`config.mk`:
```
export PLATFORM = sky130hd
export DESIGN_NAME = reset_sequencer
export DESIGN_NICKNAME = d
export VERILOG_FILES = /design/src/rtl/reset_seq_pkg.sv /design/src/rtl/reset_sequencer_btn_debounce.sv /design/src/rtl/reset_sequencer.sv
export SDC_FILE = /design/constraint.sdc
export NUM_CORES = 1
export LEC_CHECK = 0
export BUFFER_PORTS_ARGS = -buffer_cell sky130_fd_sc_hd__buf_2
export CORE_MARGIN = 3
export CORE_UTILIZATION = 55
export CTS_CLUSTER_DIAMETER = 100
export DETAILED_ROUTE_END_ITERATION = 12
export GPL_ROUTABILITY_DRIVEN = 0
export GPL_TIMING_DRIVEN = 0
export PLACE_DENSITY = 0.73
export RECOVER_POWER = 50
export SKIP_CTS_REPAIR_TIMING = 1
export SLEW_MARGIN = 10
export SYNTH_ARGS = -nofsm -noshare
export SYNTH_HDL_FRONTEND = slang
export SYNTH_SLANG_ARGS = --single-unit
```
`constraint.sdc`:
```
create_clock -name clk -period 3.9 [get_ports clk]
set_clock_uncertainty 0.1 [all_clocks]
set_input_delay 0.585 -clock clk [delete_from_list [all_inputs] [get_ports clk]]
set_output_delay 0.585 -clock clk [all_outputs]
set_load 0.1 [all_outputs]
```
`src/rtl/reset_seq_pkg.sv`:
```
// reset_seq_pkg: FSM state encoding and counter-width helper shared by the
// reset_sequencer sources.
package reset_seq_pkg;

    localparam int unsigned STATE_W = 2;

    typedef enum logic [STATE_W-1:0] {
        ST_STRETCH = 2'd0,
        ST_RELEASE = 2'd1,
        ST_RUN     = 2'd2
    } state_t;

    // Bits needed to hold counts 0..n-1, never fewer than one.
    function automatic int unsigned cnt_width(input int unsigned n);
        int unsigned w;
        w = 1;
        while ((longint'(1) << w) < longint'(n)) w = w + 1;
        return w;
    endfunction

endpackage

```
`src/rtl/reset_sequencer_btn_debounce.sv`:
```
// btn_debounce: two-flop synchronizer followed by a debounce counter for an
// active-low push button. Output idles at 1 (released).
module btn_debounce
    import reset_seq_pkg::*;
#(
    parameter int unsigned DEBOUNCE_CYCLES = 16
) (
    input  logic clk,
    input  logic reset_n,
    input  logic din_n,
    output logic dout_n
);

    localparam int unsigned DB_W = cnt_width(DEBOUNCE_CYCLES);

    logic            r_sync1;
    logic            r_sync2;
    logic            r_db;
    logic [DB_W-1:0] r_cnt;

    // Bring the asynchronous button into the clk domain.
    always_ff @(posedge clk or negedge reset_n) begin
        if (!reset_n) begin
            r_sync1 <= 1'b1;
            r_sync2 <= 1'b1;
        end else begin
            r_sync1 <= din_n;
            r_sync2 <= r_sync1;
        end
    end

    // Accept a new level only after it has differed for DEBOUNCE_CYCLES cycles in a row.
    always_ff @(posedge clk or negedge reset_n) begin
        if (!reset_n) begin
            r_db  <= 1'b1;
            r_cnt <= '0;
        end else if (r_sync2 == r_db) begin
            r_cnt <= '0;
        end else if (r_cnt == DB_W'(DEBOUNCE_CYCLES - 1)) begin
            r_db  <= r_sync2;
            r_cnt <= '0;
        end else begin
            r_cnt <= r_cnt + 1'b1;
        end
    end

    assign dout_n = r_db;

endmodule

```
`src/rtl/reset_sequencer.sv`:
```
// reset_sequencer: board-level reset tree. Debounces the user button,
// stretches every reset event, then releases NUM_STAGES outputs in order,
// STAGE_GAP cycles apart. Assertion is always simultaneous.
// Optional watchdog built when RESET_SEQ_WDT_EN is defined.
module reset_sequencer
    import reset_seq_pkg::*;
#(
    parameter int unsigned DEBOUNCE_CYCLES = 16,
    parameter int unsigned STRETCH_CYCLES  = 1024,
    parameter int unsigned NUM_STAGES      = 3,
    parameter int unsigned STAGE_GAP       = 256,
    parameter int unsigned WDT_CYCLES      = 2**24
) (
    input  logic                  clk,
    input  logic                  reset_n,
    input  logic                  btn_n,
    input  logic                  wdt_kick,
    output logic [NUM_STAGES-1:0] rst_out,
    output logic                  all_ready,
    output logic                  wdt_fired
);

    localparam int unsigned STR_W = cnt_width(STRETCH_CYCLES);
    localparam int unsigned GAP_W = cnt_width(STAGE_GAP);
    localparam int unsigned STG_W = cnt_width(NUM_STAGES);

    state_t                r_state;
    logic [STR_W-1:0]      r_stretch_cnt;
    logic [GAP_W-1:0]      r_gap_cnt;
    logic [STG_W-1:0]      r_stage;
    logic [NUM_STAGES-1:0] r_rst_out;
    logic                  r_all_ready;
    logic                  w_btn_db;
    logic                  w_wdt_expire;
    logic                  w_trig;

    btn_debounce #(
        .DEBOUNCE_CYCLES(DEBOUNCE_CYCLES)
    ) u_btn_debounce (
        .clk    (clk),
        .reset_n(reset_n),
        .din_n  (btn_n),
        .dout_n (w_btn_db)
    );

    assign w_trig = !w_btn_db || w_wdt_expire;

    // Stretch / staged-release / run sequencing; any trigger re-asserts everything at once.
    always_ff @(posedge clk or negedge reset_n) begin
        if (!reset_n) begin
            r_state       <= ST_STRETCH;
            r_stretch_cnt <= '0;
            r_gap_cnt     <= '0;
            r_stage       <= '0;
            r_rst_out     <= '1;
            r_all_ready   <= 1'b0;
        end else begin
            case (r_state)
                ST_STRETCH: begin
                    r_rst_out   <= '1;
                    r_all_ready <= 1'b0;
                    if (w_trig) begin
                        r_stretch_cnt <= '0;
                    end else if (r_stretch_cnt == STR_W'(STRETCH_CYCLES - 1)) begin
                        r_state       <= ST_RELEASE;
                        r_stretch_cnt <= '0;
                        r_stage       <= '0;
                        r_gap_cnt     <= '0;
                    end else begin
                        r_stretch_cnt <= r_stretch_cnt + 1'b1;
                    end
                end
                ST_RELEASE: begin
                    if (w_trig) begin
                        r_state       <= ST_STRETCH;
                        r_stretch_cnt <= '0;
                        r_rst_out     <= '1;
                        r_all_ready   <= 1'b0;
                    end else if (r_gap_cnt == GAP_W'(STAGE_GAP - 1)) begin
                        r_rst_out[r_stage] <= 1'b0;
                        r_gap_cnt          <= '0;
                        if (r_stage == STG_W'(NUM_STAGES - 1)) begin
                            r_all_ready <= 1'b1;
                            r_state     <= ST_RUN;
                        end else begin
                            r_stage <= r_stage + 1'b1;
                        end
                    end else begin
                        r_gap_cnt <= r_gap_cnt + 1'b1;
                    end
                end
                ST_RUN: begin
                    if (w_trig) begin
                        r_state       <= ST_STRETCH;
                        r_stretch_cnt <= '0;
                        r_rst_out     <= '1;
                        r_all_ready   <= 1'b0;
                    end else begin
                        r_rst_out   <= '0;
                        r_all_ready <= 1'b1;
                    end
                end
                default: begin
                    r_state       <= ST_STRETCH;
                    r_stretch_cnt <= '0;
                    r_rst_out     <= '1;
                    r_all_ready   <= 1'b0;
                end
            endcase
        end
    end

    assign rst_out   = r_rst_out;
    assign all_ready = r_all_ready;

`ifdef RESET_SEQ_WDT_EN
    localparam int unsigned WDT_W = cnt_width(WDT_CYCLES);

    logic [WDT_W-1:0] r_wdt_cnt;
    logic             r_wdt_fired;

    // A kick in the terminal cycle suppresses expiry.
    assign w_wdt_expire = (r_state == ST_RUN) && !wdt_kick &&
                          (r_wdt_cnt == WDT_W'(WDT_CYCLES - 1));

    // Watchdog counts only while running; kicks and any non-RUN state restart it.
    always_ff @(posedge clk or negedge reset_n) begin
        if (!reset_n) begin
            r_wdt_cnt <= '0;
        end else if (r_state != ST_RUN || wdt_kick || w_wdt_expire) begin
            r_wdt_cnt <= '0;
        end else begin
            r_wdt_cnt <= r_wdt_cnt + 1'b1;
        end
    end

    // Sticky record of a watchdog-caused reset; only reset_n clears it.
    always_ff @(posedge clk or negedge reset_n) begin
        if (!reset_n) begin
            r_wdt_fired <= 1'b0;
        end else if (w_wdt_expire) begin
            r_wdt_fired <= 1'b1;
        end
    end

    assign wdt_fired = r_wdt_fired;
`else
    logic [1:0] w_unused_wdt;

    assign w_unused_wdt = {wdt_kick, WDT_CYCLES[0]};
    assign w_wdt_expire = 1'b0;
    assign wdt_fired    = 1'b0;
`endif

endmodule

```
# [Word level (Yosys, flattened, before mapping)]
# Cells that the tools add are included.
[classes] n_addsub=4 order_cmp=2 eq_ne=16 muxes=35 n_bitwise=3 n_reduce_logical=9
[ops] cell="two-way mux 8 bit" n=4
[ops] cell="two-way mux 10 bit" n=3
[ops] cell="two-way mux 2 bit" n=11
[ops] cell="one-hot mux 10 bit (2 select lines)" n=1
[ops] cell="one-hot mux 8 bit (2 select lines)" n=1
[ops] cell="adder 10 x 1 -> 10 bit, second input constant" n=1
[ops] cell="== test 10 bit, second input constant" n=1
[ops] cell="inequality test 2 bit, second input constant" n=5
[ops] cell="two-way mux 3 bit" n=3
[ops] cell="adder 8 x 1 -> 8 bit, second input constant" n=1
[ops] cell="== test 8 bit, second input constant" n=1
[ops] cell="two-way mux 4 bit" n=2
[ops] cell="inequality test 3 bit, second input constant" n=2
[ops] cell="one-hot mux 2 bit (3 select lines)" n=1
[ops] cell="one-hot mux 3 bit (2 select lines)" n=1
[ops] cell="AND reduction 6 bit" n=1
[ops] cell="two-way mux 1 bit" n=5
[ops] cell="AND reduction 5 bit" n=1
[ops] cell="adder 4 x 1 -> 4 bit, second input constant" n=1
[ops] cell="== test 2 bit, second input constant" n=2
[ops] cell="== test 4 bit, second input constant" n=1
[ops] cell="inequality test 2 x 1 -> 1 bit, second input constant" n=2
[ops] cell="one-hot mux 2 bit (2 select lines)" n=1
[ops] cell="AND reduction 2 bit" n=2
[ops] cell="other kinds (15)" n=15
[word_totals] reg_bits=33 inputBits=4 out_inout_bits=5 word_cells=79

# [Depth between registers and ports, before layout]
# Gate-level depths: netlist (run 1).
[logic_depth] ltp_word=9 mapped_depth=8

# [By module]
# From an unflattened synthesis (run 1), not the netlist that was laid out.
[hier_totals] hier_cells=189 area_unflattened_um2=1821.7
[by_module_without_submodules] module="reset_sequencer" instances=1 cells_each=169 area_per_inst_um2=1537.7 seq_area_each_um2=654.4
[by_module_without_submodules] module="btn_debounce" instances=1 cells_each=20 area_per_inst_um2=284.0 seq_area_each_um2=178.9

# [Worst setup path before layout (run 1)]
# OpenSTA, ideal clock, no wires.
[synth_timing] kind="reg2reg" startpoint="register r_state[0]" endpoint="register r_stretch_cnt[9]" setup_ns=0.078 arrival_ns=1.698 t_required_ns=3.722 slack_ns=2.024 path_stages_with_launch=7 cell_sequence="dfrtp_1 > inv_1 > ha_1 > a21boi_1 > nand3_1 > or4_1 > a21oi_1"
[synth_via] elab_chain_cells=3 elab_cells_between_ends=6 classes_between="eq/ne (3); mux (1); reduce/logical (2)"
[synth_lines] element="start, declared" line="reset_sequencer.sv:27" rtl="state_t r_state;"
[synth_lines] element="start signal, assigned" line="reset_sequencer.sv:51" rtl="r_state <= ST_STRETCH;"
[synth_lines] element="start signal, assigned" line="reset_sequencer.sv:65" rtl="r_state <= ST_RELEASE;"
[synth_lines] element="start signal, assigned" line="reset_sequencer.sv:75" rtl="r_state <= ST_STRETCH;"
[synth_lines] element="== test 2 bit or == test 2 x 1 -> 1 bit (tied branches)" line="reset_sequencer.sv:58" rtl="case (r_state)"
[synth_lines] element="OR reduction 2 bit (no line)"
[synth_lines] element="one-hot mux 10 bit (2 select lines) or inequality test 2 bit (tied branches)"
[synth_lines] element="end signal, assigned" line="reset_sequencer.sv:70" rtl="r_stretch_cnt <= r_stretch_cnt + 1'b1;"
[synth_lines] element="end, declared" line="reset_sequencer.sv:28" rtl="logic [STR_W-1:0] r_stretch_cnt;"
# Several ways; a longest one is shown, not always the timed one.
# A chain may end at the register's enable or synchronous reset.

# [Worst setup path after layout (run 1)]
# Same ends and word-level chain as after synthesis.

==> run_results.csv, run 1 <==
group,metric,value,unit
synth,ys_types,48,
job,cap_violations,1,
synth,synth-seq-area-share,45.0,%
critical_path,critPathRequiredTime,4070,ps
final_layout,final_cells,246,
timing,fmax,460,MHz
synth,synth_edf_count,0,
synth,synth_area_per_cell,9.84,um2
floorplanning,ios,9,
global_routing,grt_pass1_wl,6220,um
timing,worst_slew_pin_slew,1730,ps
drt,wirelength,3600,um
run_status,outcome,"complete, but fails checks",
synth,synth_top_family_by_area,"simple AND/OR/NAND/NOR gates",
clocking,cts_made_buffers,5,
clocking,cts-root-buf,"clkbuf_4",
synth,synth.area.mux_share,2.77,%
synth,synth_xor_area_share,3.31,%
critical_path,r2r_slack,1730,ps
clocking,htree_levels,2,
drt,via_per_inst,5.93,
pwr,pwr_density_cell,296,nW/um2
timing,fin_crit_sh,55.7,%
pwr,p_leak,0.813,nW
synth,synth.top_cell.area_share,36.5,%
final_layout,syn_to_final_growth,8.32,%
clocking,clock_path_buffers,2,
global_routing,antenna_found_initial,0,
placement,place_area,1940,um2
clocking,clkTransAtPathRegs,110,ps
floorplanning,core,3130,um2
critical_path,end_kind,"register",
pwr,netSwitchingPower,0.000137,W
clocking,cts_tree,"yes",
critical_path,timing.rr.start,"r_state[0]",
pwr,ir_drop,0.000252,V
synth,synth-compound-area-share,16.5,%
synth,yosys.area_share.simple,21.6,%
synth,synth_nets,201,
timing,rsz0062_at_grt,"false",
timing,setup_tns,0,ps
placement,dpl_worst_slack,1790,ps
critical_path,worstSetupPathType,"reg -> reg",
hold_path,hp-start,"btn_n",
drt,via_count,1460,
pwr,p_seq_share,59.0,%
critical_path,arrival,2340,ps
timing,hold_viol_final,0,
clocking,clock_sinks,33,
synth,synth_cells,188,
critical_path,ff2ff_path_depth,6,
hold_path,hold_class,"in -> reg",
synth,ys_seq_elements,33,
global_routing,grt_max_degree,34,
synth,synth_fa_ha_area_share,6.09,%
final_layout,n_antenna_cell,0,
synth,synth_area,1850,um2
clocking,insertion_delay,340,ps
synth,synth_area_leader_cell,"dfrtp_1",
timing,worst_slack,1730,ps
hold_path,whs_path_depth,1,
run_status,failed_checks,"capacitance limit, slew limit",
timing,slew_headroom,-15.6,%
final_layout,final_cell_area,2000,um2
drt,wire_per_inst,14.6,um
placement,portBuffers,6,
final_layout,num-nets-final,214,
floorplanning,die_area,4100,um2
synth,synth_ff_type,"dfrtp_1",
critical_path,crit_path_start_kind,"register",
synth,yosysWarnings,0,
hold_path,worstHoldEndpoint,"u_btn_debounce.r_sync1",
global_routing,grt.total_usage,19.2,%
floorplanning,die_w,64.0,um
timing,post-route-min-period,2170,ps
floorplanning,fp-row-count,20,
synth,synthTopCellsByArea,"dfrtp_1 37%, dfstp_2 8.5%, ha_1 6.1%, nand2_1 3.7%, o21ai_0 3.0%",
drt,postRouteAntennaNets,0,
floorplanning,die_h,64.0,um
final_layout,drive_gt1_share,14.4,%
timing,whs,244,ps
synth,synthArstFlopShare,100,%
drt,dr.pass1.iters,4,
global_routing,grt_overflow,0,
timing,setup_viol,0,
drt,drc,0,
pwr,switching_share,23.1,%
pwr,pwr-share-clk,37.9,%
critical_path,rr_endpoint,"r_stretch_cnt[9]",
pwr,intPower,0.000456,W
pwr,comb_power_share,3.1,%
global_routing,grt_pass1_vias,1371,
drt,drt-initial-drc-count,105,
placement,dp.cells,238,
timing,report.final.slew_viol_count,34,
critical_path,cp_max_fo,9,
placement,hpwl,2610,um
floorplanning,start_util,59.2,%
kinds of logic after synthesis:
family	count (synthesis)
mux	5
compound gates	41
xor+xnor	7
fa+ha+maj	9
buf+inv	19
flops	33
simple gates	73
other cells	1
registers in the layout (all words and copies together), names as in the netlist:
signal,flops
r_stretch_cnt,10
r_gap_cnt,8
u_btn_debounce.r_cnt,4
rst_out,3
r_stage,2
r_state,2
all_ready,1
u_btn_debounce.dout_n,1
u_btn_debounce.r_sync1,1
u_btn_debounce.r_sync2,1
critical path, stage by stage (launching register included):
cell and delay [ps]:
dfrtp_1 430, inv_1 90, ha_1 410, a21boi_1 320
nand3_1 160, or4_1 430, a21oi_1 160
cell type report:
cell class                 instances  area (um2)
clock inverter                     1        5.00
multi-input combinational        136         933
buffer                             5        31.3
sequential                        33         833
fill                             253        1120
tap                               44        55.1
timing repair buffer               6        28.8
clock buffer                       7        65.1
inverter                          14        52.6
metal layers:
layer	part of all wire (%)	track usage, %	vias to the layer above
li1	-	-	707
met5	0	0	-
met3	4.7	3.87	9
met2	48	31.9	44
met4	1.7	7.28	0
met1	45	24.5	700
power by group through the flow:
stage | clock, W | combinational [W] | sequential, W
2_1_floorplan | 0 | 0.0000101 | 0.000355
3_3_place_gp | 0 | 0.0000181 | 0.000356
4_1_cts | 0.000226 | 0.0000192 | 0.000350
6_report | 0.000224 | 0.0000183 | 0.000350
3_5_place_dp | 0 | 0.0000192 | 0.000356
5_1_grt | 0.000240 | 0.0000209 | 0.000351
Yosys cell counts (2+ instances only):
| library cell | instances |
|---|---|
| a21oi_1 | 6 |
| nand4_1 | 7 |
| xnor2_1 | 3 |
| nand2_1 | 18 |
| o211ai_1 | 4 |
| a32o_1 | 4 |
| nor4_1 | 2 |
| nor3_1 | 4 |
| nand3_1 | 9 |
| nor2_1 | 14 |
| o31ai_1 | 2 |
| dfrtp_1 | 27 |
| and3_1 | 4 |
| o21ai_0 | 11 |
| nor2b_1 | 2 |
| dfstp_2 | 6 |
| and2_1 | 2 |
| inv_1 | 14 |
| buf_4 | 3 |
| o221ai_1 | 2 |
| ha_1 | 9 |
| mux2i_1 | 4 |
| nor3b_1 | 2 |
| xor2_1 | 4 |
| o21a_1 | 2 |
cells in the final DEF (no fill, tap or decap), types with 2 or more instances in the layout:
cell and n:
nor2_1 14, o221ai_1 2, mux2i_1 4, nor4_1 2, xor2_1 4, clkbuf_1 2
nand2_1 18, clkbuf_8 2, clkbuf_4 5, ha_1 9, buf_2 6, o21a_1 2
and2_1 2, o21ai_0 11, o211ai_1 4, a21oi_1 6, nand4_1 7, nor3_1 4
xnor2_1 3, dfrtp_1 27, o31ai_1 2, and3_1 4, nor2b_1 2, nand3_1 9
dfstp_2 6, nor3b_1 2, inv_1 14, a32o_1 4, buf_4 3
worst max-delay path by stage:
stage,end,slack [ps],startpoint
detailed placement,r_stretch_cnt[9],1790,r_state[0]
global placement,r_stretch_cnt[9],1850,r_state[0]
finish,r_stretch_cnt[9],1730,r_state[0]
floorplan,r_stretch_cnt[9],2020,r_state[0]
CTS,r_stretch_cnt[9],1740,r_state[0]
global route,r_stretch_cnt[9],1590,r_state[0]
metrics by stage:
| stage | total power (W) | util, % |
|---|---|---|
| after floorplan | 0.000366 | - |
| final | 0.000593 | 64.1 |
| after global routing | 0.000612 | 64.1 |
| after detailed placement | 0.000375 | 61.9 |
| after CTS | 0.000595 | 64.1 |
| after global placement | 0.000374 | 61.9 |
Power figures use the tool's default switching activity.
==> inputs of run 2 (changes only) <==
- clock period: 3.9 -> 2 ns (I/O delays scaled with it)
==> run 2 against run 1 <==
  * The run now ends clean
  * Count of clock-buffer cells in the layout did not move
  * Cell count rose by 2.0%
  * Highest routed layer unchanged
  * Non-clock buffer count rose by 5
  * Critical path depth did not move
  * Clock power rose by 97%
  * Sequential power rose by 95%
  * Utilization rose by 2.6 points
==> run_results.csv, run 2 (synthesis gave the netlist of run 1 again) <==
group,metric,value,unit
global_routing,grt_pass1_wl,6220,um
drt,wire_per_inst,15.3,um
final_layout,largest_reg_flops,10,
critical_path,critPathRequiredTime,2130,ps
clocking,insertion_delay,350,ps
pwr,p_leak,0.846,nW
floorplanning,ios,9,
critical_path,end_kind,"register",
placement,portBuffers,6,
final_layout,regMostFlops,"r_stretch_cnt",
floorplanning,die_area,4100,um2
placement,hpwl,2610,um
global_routing,grt.total_usage,19.2,%
floorplanning,die_w,64.0,um
final_layout,reg_top3,"r_stretch_cnt: 10 flops, r_gap_cnt: 8 flops, u_btn_debounce.r_cnt: 4 flops",
drt,wirelength,3840,um
clocking,cts_made_buffers,5,
clocking,clock_path_buffers,2,
final_layout,final_cell_area,2090,um2
global_routing,grt_pass1_vias,1371,
timing,hold_viol_final,0,
global_routing,grt_max_degree,34,
timing,setup_viol,0,
final_layout,layout_common_cells,"27 x dfrtp_1, 18 x nand2_1, 14 x nor2_1",
clocking,cts_tree,"yes",
critical_path,arrival,2100,ps
pwr,pwr_density_cell,557,nW/um2
drt,drc,0,
timing,rsz0062_at_grt,"true",
final_layout,multiInputGateArea,967,um2
job,cap_violations,0,
clocking,cts-root-buf,"clkbuf_4",
clocking,htree_levels,2,
pwr,ir_drop,0.000494,V
final_layout,num-nets-final,219,
timing,slew_headroom,45.4,%
timing,report.final.slew_viol_count,0,
timing,whs,256,ps
timing,fmax,508,MHz
drt,via_per_inst,5.88,
global_routing,grt_overflow,0,
clocking,clkTransAtPathRegs,120,ps
final_layout,n_fill_cell,240,
timing,post-route-min-period,1970,ps
final_layout,n_antenna_cell,0,
final_layout,drive_gt1_share,18.8,%
timing,worst_slew_pin_slew,819,ps
placement,place_area,1940,um2
floorplanning,core,3130,um2
global_routing,antenna_found_initial,0,
pwr,total_power,0.00116,W
final_layout,seq_area,833,um2
floorplanning,start_util,59.2,%
drt,postRouteAntennaNets,0,
final_layout,final_common_cell,"dfrtp_1",
final_layout,final_cells,251,
floorplanning,fp-row-count,20,
timing,setup_tns,0,ps
final_layout,syn_to_final_growth,12.7,%
drt,drt-initial-drc-count,112,
critical_path,worstSetupPathType,"reg -> reg",
run_status,outcome,"finished, final reports clean",
placement,dp.cells,238,
drt,dr.pass1.iters,4,
timing,fin_crit_sh,98.5,%
drt,via_count,1476,
floorplanning,die_h,64.0,um
clocking,clock_sinks,33,
critical_path,crit_path_start_kind,"register",
critical_path,cp_max_fo,8,
hold_path,hold_class,"reg -> reg",
## run 2: routing by layer
metal	global-route usage, %	up-vias	part of all wire (%)
li1	-	715	-
met1	24.5	720	46
met2	31.9	35	49
met3	3.87	6	3.8
met4	7.28	0	1.1
met5	0	-	0
## run 2: worst max-delay path, stage by stage (launching register included)
cell and delay, ps:
dfrtp_1 430, inv_2 100, ha_4 180, nand4_1 140
o32ai_4 450, a21bo_1 260, a32o_1 190
## run 2: area by class of cell
class / count / area share (%)
plain buffers: 4 / 1.44
clock buffers: 7 / 3.12
clock inverters: 1 / 0.240
inverters: 14 / 2.52
multi-input cells: 136 / 46.4
flip-flops and latches: 33 / 40.0
well taps: 44 / 2.64
repair buffers: 12 / 3.72
## run 2: power by group
| part | internal, W | switching [W] | total, W |
|---|---|---|---|
| clock | 0.000204 | 0.000237 | 0.000441 |
| combinational | 0.0000117 | 0.0000276 | 0.0000393 |
| sequential | 0.000676 | 0.00000614 | 0.000682 |
| total | 0.000891 | 0.000271 | 0.00116 |
## run 2: per-stage QoR
step,utilization [%],setup WS [ps]
final,66.7,29.7
after CTS,64.1,-156
after detailed placement,61.9,-108
after global routing,66.7,-58.1
after floorplan,-,124
after global placement,61.9,-49.0
## run 2: worst paths after layout
check	start	end	slack [ps]	cells past startpoint
worst max-delay path	r_state[1]	r_gap_cnt[3]	30	6
worst min-delay path	u_btn_debounce.r_sync1	u_btn_debounce.r_sync2	260	0
worst max register to register	r_state[1]	r_gap_cnt[3]	30	6
worst min register to register	u_btn_debounce.r_sync1	u_btn_debounce.r_sync2	260	0
max in group asynchronous	reset_n	u_btn_debounce.r_cnt[0]	800	2
min in group asynchronous	reset_n	r_state[1]	460	2
==> inputs of run 3 (changes only) <==
- CELL_PAD_IN_SITES_DETAIL_PLACEMENT: default -> 1
- CELL_PAD_IN_SITES_GLOBAL_PLACEMENT: default -> 1
- CORE_UTILIZATION: 55 -> 47
- PLACE_DENSITY: 0.73 -> default
- PLACE_DENSITY_LB_ADDON: default -> 0.1
==> run 3 against run 2 <==
  * The flow now finishes with violations (capacitance limit, slew limit)
  * Sequential power hardly changed
  * Via count is 0.20% lower
  * Count of clock-buffer cells in the layout is 1 lower
  * Die area is 15% higher
  * Maximum frequency is 2.5% higher
  * Design area is 1.3% higher
  * Global-route usage is 1.3 points higher
  * Clock power is 9.8% higher
  * Critical endpoint is now r_gap_cnt[5]
  * Largest cell class unchanged
==> run_results.csv, run 3 (synthesis gave the netlist of run 1 again) <==
group,metric,value,unit
run_status,outcome,"complete, but fails checks",
run_status,failed_checks,"capacitance limit, slew limit",
drt,wire_per_inst,17.0,um
floorplanning,die_w,68.7,um
global_routing,grt_overflow,0,
critical_path,critPathMaxStageDelay,430,ps
critical_path,cp_top_family,"compound AO/OA/AOI/OAI gates",
global_routing,top_usage_layer,"met2",
global_routing,grt_pass1_vias,1527,
floorplanning,die_area,4730,um2
final_layout,regMostFlops,"r_stretch_cnt",
critical_path,critPathRequiredTime,2080,ps
final_layout,seq_area,833,um2
final_layout,largest_reg_flops,10,
pwr,total_power,0.00120,W
drt,via_count,1473,
hold_path,whs_path_depth,1,
critical_path,cpMaxStageDelayCell,"dfrtp_1",
final_layout,multiInputGateArea,988,um2
drt,wirelength,4310,um
pwr,p_leak,0.871,nW
critical_path,cp_max_fo,5,
timing,setup_viol,0,
timing,worst_slew_pin_slew,1790,ps
pwr,pwr_density_cell,569,nW/um2
global_routing,grtUsageMet3,5.02,%
final_layout,reg_top3,"r_stretch_cnt: 10 flops, r_gap_cnt: 8 flops, u_btn_debounce.r_cnt: 4 flops",
final_layout,drive_gt1_share,17.5,%
critical_path,cp_cell_sequence,"inv_1, ha_4, nand4_1, o32ai_4, buf_4, o21ai_0, a32o_1",
clocking,clock_sinks,33,
floorplanning,fp-row-count,22,
drt,via_per_inst,5.80,
timing,post-route-min-period,1920,ps
drt,dr.pass1.iters,4,
critical_path,worstSetupPathType,"reg -> reg",
global_routing,grt_max_degree,34,
final_layout,layout_common_cells,"27 x dfrtp_1, 17 x nand2_1, 14 x inv_1, 14 x nor2_1, 11 x o21ai_0",
drt,postRouteAntennaNets,0,
critical_path,path_buf_inv,2,
clocking,htree_levels,2,
floorplanning,core,3720,um2
hold_path,hold_class,"in -> reg",
clocking,cts_made_buffers,5,
pwr,ir_drop,0.000456,V
critical_path,crit_path_start_kind,"register",
final_layout,n_fill_cell,430,
final_layout,syn_to_final_growth,14.2,%
final_layout,n_antenna_cell,0,
global_routing,grt.total_usage,20.4,%
floorplanning,die_h,68.7,um
global_routing,grt_pass1_wl,7070,um
global_routing,met2_usage,36.5,%
clocking,cts-root-buf,"clkbuf_8",
job,cap_violations,1,
floorplanning,start_util,49.8,%
timing,fmax,520,MHz
final_layout,final_common_cell,"dfrtp_1",
timing,whs,26.2,ps
clocking,insertion_delay,280,ps
floorplanning,ios,9,
critical_path,arrival,2000,ps
clocking,clkTransAtPathRegs,70,ps
clocking,cts_tree,"yes",
timing,setup_tns,0,ps
critical_path,end_kind,"register",
clocking,clock_path_buffers,2,
timing,report.final.slew_viol_count,34,
timing,fin_crit_sh,96.1,%
timing,slew_headroom,-19.6,%
global_routing,grt_util_met1,23.1,%
critical_path,r2r_slack,80,ps
timing,hold_viol_final,0,
critical_path,ff2ff_path_depth,7,
drt,drc,0,
placement,hpwl,3060,um
critical_path,cp_num_cells,7,
global_routing,antenna_found_initial,0,
final_layout,num-nets-final,218,
drt,drt-initial-drc-count,61,
placement,portBuffers,6,
run 3: path summary, 6_finish.rpt:
kind                                        start                      end
max                                    r_state[0]             r_gap_cnt[5]
min                                         btn_n   u_btn_debounce.r_sync1
max reg2reg                            r_state[0]             r_gap_cnt[5]
min reg2reg                u_btn_debounce.r_sync1   u_btn_debounce.r_sync2
max in group asynchronous                 reset_n               r_state[1]
min in group asynchronous                 reset_n  u_btn_debounce.r_cnt[3]
run 3: layout make-up:
type | count | area share, %
well taps | 48 | 2.84
flip-flops and latches | 33 | 39.4
clock inverters | 2 | 0.474
clock buffers | 6 | 3.43
repair buffers | 11 | 3.14
plain buffers | 4 | 1.42
multi-input cells | 136 | 46.8
inverters | 14 | 2.49
run 3: where the power goes:
part | internal (W) | total [W] | switching (W)
clock | 0.000241 | 0.000484 | 0.000243
sequential | 0.000676 | 0.000683 | 0.00000691
combinational | 0.00000893 | 0.0000364 | 0.0000275
run 3: through the flow:
stage | util (%) | setup WS, ps | area, um2 | instances
after detailed placement | 52.2 | -158 | 1940 | 242
after global placement | 52.2 | -59.8 | 1940 | 242
after floorplan | - | 124 | 1850 | 188
after CTS | 54.4 | -179 | 2020 | 250
final | 56.9 | 77.0 | 2110 | 254
after global routing | 56.9 | -7.00 | 2110 | 254
run 3: metal layers:
| layer | share of wire [%] | vias to the layer above | wire length (um) |
|---|---|---|---|
| met1 | 41 | 744 | 1780 |
| met2 | 55 | 10 | 2380 |
| li1 | - | 715 | - |
| met5 | 0 | - | 0 |
| met4 | 1.4 | 0 | 59 |
| met3 | 2.0 | 4 | 87 |
